### src/rtl/fpu_cpx_obuf.sv
// obuf_fifo: generic single-clock FIFO with first-word-fall-through head.
// Latency: a push is visible on head_dat/cnt the cycle after push_vld.
// Backpressure: none inside; caller never pushes when full unless also popping, never pops when empty.
module obuf_fifo #(
    parameter int W     = 8,
    parameter int DEPTH = 4
) (
    input  logic                   clk,
    input  logic                   rst,
    input  logic                   push_vld,
    input  logic [W-1:0]           push_dat,
    input  logic                   pop_vld,
    output logic [W-1:0]           head_dat,
    output logic [$clog2(DEPTH):0] cnt
);
    localparam int AW = $clog2(DEPTH);

    logic [W-1:0]  mem [DEPTH];
    logic [AW-1:0] wr_ptr;
    logic [AW-1:0] rd_ptr;

    // DEPTH is a power of two, so the pointers wrap by natural overflow.
    always_ff @(posedge clk) begin
        if (rst) begin
            wr_ptr <= '0;
            rd_ptr <= '0;
            cnt    <= '0;
        end else begin
            if (push_vld) wr_ptr <= wr_ptr + 1'b1;
            if (pop_vld)  rd_ptr <= rd_ptr + 1'b1;
            case ({push_vld, pop_vld})
                2'b10:   cnt <= cnt + 1'b1;
                2'b01:   cnt <= cnt - 1'b1;
                default: cnt <= cnt;
            endcase
        end
    end

    // Storage needs no reset: contents are only observed while cnt is non-zero.
    always_ff @(posedge clk) begin
        if (push_vld) mem[wr_ptr] <= push_dat;
    end

    assign head_dat = mem[rd_ptr];
endmodule

// fpu_cpx_obuf: FPU-to-CPX output buffer, one REQ/WAIT handshake per packet.
// Latency: request in N, FIFO write end of N+1, CPX request earliest N+3, data from N+4.
// Backpressure: obuf_stall tells upstream to hold requests; a write into a full FIFO is dropped (ovfl_err).
// Ports: rclk/grst clock and sync reset; fp_cpx_req_cq/fp_cpx_data_ca upstream packet (data one cycle
//        after request); cpx_fp_grant_cx one-hot grant; fpu_cpx_req_cq/fpu_cpx_data_ca to CPX;
//        obuf_stall, obuf_cnt occupancy, sticky ovfl_err and tmo_err.
// DEPTH must be a power of two and at least 4.
module fpu_cpx_obuf #(
    parameter int DEPTH   = 4,
    parameter int TMO_CYC = 255
) (
    input  logic                   rclk,
    input  logic                   grst,
    input  logic [7:0]             fp_cpx_req_cq,
    input  logic [144:0]           fp_cpx_data_ca,
    input  logic [7:0]             cpx_fp_grant_cx,
    output logic [7:0]             fpu_cpx_req_cq,
    output logic [144:0]           fpu_cpx_data_ca,
    output logic                   obuf_stall,
    output logic [$clog2(DEPTH):0] obuf_cnt,
    output logic                   ovfl_err,
    output logic                   tmo_err
);
    localparam int CW = $clog2(DEPTH) + 1;
    localparam int TW = $clog2(TMO_CYC + 1);

    typedef struct packed {
        logic [7:0]   dest;
        logic [144:0] dat;
    } pkt_t;

    typedef enum logic [1:0] {
        IDLE = 2'd0,
        REQ  = 2'd1,
        WAIT = 2'd2
    } state_t;

    state_t        state;
    state_t        state_nxt;
    logic [7:0]    req_ca;
    logic          req_ca_vld;
    pkt_t          wr_pkt;
    pkt_t          head;
    logic          full;
    logic          hit;
    logic          pop_vld;
    logic          push_vld;
    logic          ovfl_set;
    logic [CW:0]   occ;
    logic [TW-1:0] wait_cnt;

    // Request stage: data for a request arrives one cycle later, so the
    // destination is held here and merged with the data at write time.
    always_ff @(posedge rclk) begin
        if (grst) req_ca <= '0;
        else      req_ca <= fp_cpx_req_cq;
    end

    assign req_ca_vld = |req_ca;
    assign wr_pkt     = '{dest: req_ca, dat: fp_cpx_data_ca};

    assign full     = (obuf_cnt == CW'(DEPTH));
    assign hit      = (state == WAIT) && |(cpx_fp_grant_cx & head.dest);
    assign pop_vld  = hit;
    // A pop in the same cycle frees the slot, so push-while-full is legal then.
    assign push_vld = req_ca_vld && (!full || pop_vld);
    assign ovfl_set = req_ca_vld && full && !pop_vld;

    obuf_fifo #(
        .W     ($bits(pkt_t)),
        .DEPTH (DEPTH)
    ) u_fifo (
        .clk      (rclk),
        .rst      (grst),
        .push_vld (push_vld),
        .push_dat (wr_pkt),
        .pop_vld  (pop_vld),
        .head_dat (head),
        .cnt      (obuf_cnt)
    );

    // Counting the packet still in the request stage keeps one slot of slack
    // for a request already launched in the cycle the stall rises.
    assign occ        = {1'b0, obuf_cnt} + {{CW{1'b0}}, req_ca_vld};
    assign obuf_stall = (occ >= (CW + 1)'(DEPTH - 1));

    always_ff @(posedge rclk) begin
        if (grst) state <= IDLE;
        else      state <= state_nxt;
    end

    always_comb begin
        state_nxt       = state;
        fpu_cpx_req_cq  = '0;
        fpu_cpx_data_ca = '0;
        case (state)
            IDLE: begin
                if (obuf_cnt != '0) state_nxt = REQ;
            end
            REQ: begin
                fpu_cpx_req_cq = head.dest;
                state_nxt      = WAIT;
            end
            WAIT: begin
                fpu_cpx_data_ca = head.dat;
                // Entries remaining after the pop include a same-cycle push.
                if (hit) state_nxt = ((obuf_cnt > CW'(1)) || push_vld) ? REQ : IDLE;
            end
            default: state_nxt = IDLE;
        endcase
    end

    // Wait counter holds the number of grant-less WAIT cycles so far; the
    // flag rises in the same edge the counter reaches TMO_CYC.
    always_ff @(posedge rclk) begin
        if (grst) begin
            wait_cnt <= '0;
            tmo_err  <= 1'b0;
            ovfl_err <= 1'b0;
        end else begin
            if (state == REQ) begin
                wait_cnt <= '0;
            end else if ((state == WAIT) && !hit && (wait_cnt != TW'(TMO_CYC))) begin
                wait_cnt <= wait_cnt + 1'b1;
                if (wait_cnt == TW'(TMO_CYC - 1)) tmo_err <= 1'b1;
            end
            if (ovfl_set) ovfl_err <= 1'b1;
        end
    end
endmodule

### config.mk
export PLATFORM = sky130hd
export DESIGN_NAME = fpu_cpx_obuf
export DESIGN_NICKNAME = d
export VERILOG_FILES = /design/src/rtl/fpu_cpx_obuf.sv
export SDC_FILE = /design/constraint.sdc
export NUM_CORES = 1
export LEC_CHECK = 0
export BUFFER_PORTS_ARGS = -buffer_cell sky130_fd_sc_hd__buf_2
export CAP_MARGIN = 20
export CORE_MARGIN = 2
export CORE_UTILIZATION = 37
export DETAILED_ROUTE_END_ITERATION = 7
export RECOVER_POWER = 25
export SYNTH_ARGS = -nofsm -noshare
export SYNTH_HDL_FRONTEND = slang
export SYNTH_SLANG_ARGS = --single-unit
### constraint.sdc
create_clock -name rclk -period 8.6 [get_ports rclk]
set_clock_uncertainty 0.2 [all_clocks]
set_input_delay 1.72 -clock rclk [delete_from_list [all_inputs] [get_ports rclk]]
set_output_delay 1.72 -clock rclk [all_outputs]
set_load 0.02 [all_outputs]
==> results.cfg <==
[worst_hold_path]
worstHoldPathType = flip-flop to flip-flop

[synth]
ys_seq_area_share_pct = 77.5
synth_area_um2 = 24500
synth_fp_nets = 1325
synthDistinctLibCells = 35
ys_ff_latch = 641
avgSynthCellArea_um2 = 21.3
synth_warnings = 0
ys.flop_type = edfxtp_1
synth_edf_count = 612
ys_async_sr_fraction_pct = 0
synth_cells = 1150

[power_and_ir_drop]
power.total_mw = 8.95
vdd_drop_max_uv = 244
p_leak_nw = 10.0
pwr_density_cell_nw_per_um2 = 305

[worst_setup_path]
crit_path_start_kind = flip-flop
required_ns = 6.68
slowest_stage = dfxtp_4
crit_path_end_kind = output port
cp_num_buf_inv = 2
cp_top_family = flip-flops
cp_max_fo = 61
cp.arrival_ns = 3.28
critPathKind = flip-flop to output port
critPathMaxStageDelay_ns = 0.99
cp_cell_sequence = buf_4 -> mux4_2 -> and2_1 -> buf_2

[clock_tree]
cts_buffers = 70
post-cts-setup-buffers = 0
cts_resized = 0
clock_sinks = 641
cts_tree = yes
root_buffer = clkbuf_16
clk_latency_ns = 0.59
clockBufferDepth = 3
holdBufCountCts = 0
htree_levels = 3
path_clk_slew_ns = 0.06

[timing]
slew_violations = 0
report.final.hold_viol_count = 0
rsz0062_at_grt = no
holdWs_ns = 0.253
setup_viol = 0
fin_crit_ns = 5.20
tns_ns = 0
fmax_mhz = 192
slew-limit-headroom_pct = 32.9
period_share_pct = 60.5
worst_pin_slew_ns = 1.01

[global_routing]
grt_first_pass_wirelength_mm = 77.1
grt_pass1_vias = 12600
grt_max_degree = 81
antenna_found_initial = 8
grt-ovfl-total = 0
grtUsageTotal_pct = 15.2

[drt]
wire_per_inst_um = 21.6
firstDrtPassIters = 5
drc_errors = 0
vias_per_cell = 4.95
first_iter_violations = 801
highest_layer = met5
route.met3.wl_mm = 3.65
ant_nets = 0
wl_met2_mm = 26.4
routed_wl_mm = 52.2
wl_met1_mm = 20.9
vias = 12000

[floorplan]
dieArea_um2 = 68200
die_w_um = 261
io_pins = 322
initial_utilization_pct = 37.3
chipHeight_um = 261
core_area_um2 = 65600
rows = 94

[cells_and_area]
drive_above_1_share_pct = 32.6
final_nets = 1676
final_cell_mix = edfxtp_1 (612), buf_2 (229), mux4_2 (148), and2_1 (145), clkbuf_1 (106)
post-route-util_pct = 44.7
area.growth.synth_to_final_pct = 19.8
final_common_cell = edfxtp_1

[job]
cap_viol_max_count = 0

[run_status]
status = finished clean

[placement]
io_buffers = 321
place_congestion = 0.739
hpwl_mm = 30.6
-- area by class of cell --
class,count,area (um2)
inverter,9,33.8
tap,864,1080
clock buffer,88,1900
clock inverter,37,400
timing repair buffer,335,1660
fill,5730,36300
sequential,641,19000
antenna,2,5.00
multi-input combinational,444,5270
-- path summary, 6_finish.rpt --
kind / end / cells past startpoint / slack, ns / from
min: ovfl_err / 2 / 0.25 / ovfl_err
max: fpu_cpx_data_ca[14] / 4 / 3.40 / flip-flop
max reg2reg: u_fifo.mem[3][79] / 7 / 3.85 / flip-flop
min reg2reg: ovfl_err / 2 / 0.25 / ovfl_err
-- sequential cells by signal, summed over array words and instances, names as in the netlist, named ones only --
name / count
u_fifo.mem: 612
req_ca: 8
wait_cnt: 8
u_fifo.cnt: 3
state: 2
u_fifo.rd_ptr: 2
u_fifo.wr_ptr: 2
ovfl_err: 1
tmo_err: 1
-- kinds of logic after synthesis --
family | count (synthesis) | share of synthesized area [%]
flip-flops | 641 | 77.5
buffers and inverters | 65 | 1.08
adder cells (fa/ha/maj) | 12 | 0.613
AND/OR/NAND/NOR | 229 | 5.46
AO/OA/AOI/OAI | 37 | 0.982
XOR/XNOR | 2 | 0.0716
multiplexers | 164 | 14.3
-- tightest hold or removal path, cell delays in order, from the launching register on --
cell and delay, ns:
dfxtp_1 0.31, inv_1 0.04, a21oi_1 0.05
-- per-layer routing --
layer | vias up | track usage, %
li1 | 5358 | -
met1 | 6209 | 18.8
met2 | 312 | 25.5
met3 | 85 | 4.68
met4 | 12 | 5.03
met5 | - | 0
-- power by group --
group | switching [mW] | internal (mW) | total, mW
Sequential | 0.165 | 4.14 | 4.31
Combinational | 1.02 | 0.651 | 1.67
Clock | 1.16 | 1.81 | 2.97
Total | 2.35 | 6.60 | 8.95
-- through the flow --
stage / cells / instance area (um2) / setup slack, ns
floorplan: 1150 / 24500 / 1.84
detailed placement: 2293 / 27100 / 3.56
global route: 2420 / 29300 / 3.10
global placement: 2293 / 27100 / 3.52
CTS: 2418 / 29400 / 3.24
finish: 2420 / 29300 / 3.40
-- cell usage after synthesis, types with 8 or more instances --
library cell / n / area (um2)
ha_1: 12 / 150
nand3_1: 12 / 60.1
nor2_1: 18 / 67.6
inv_1: 9 / 33.8
mux4_2: 148 / 3330
clkbuf_1: 31 / 116
and2_1: 149 / 932
a21oi_1: 12 / 60.1
buf_1: 13 / 48.8
nand2_1: 12 / 45.0
nand2b_1: 8 / 50.1
nor2b_1: 13 / 81.3
edfxtp_1: 612 / 18400
mux2_2: 10 / 113
nor3_1: 8 / 40.0
buf_2: 11 / 55.1
dfxtp_1: 29 / 581
Note: power is estimated with default switching activity, not from simulation.
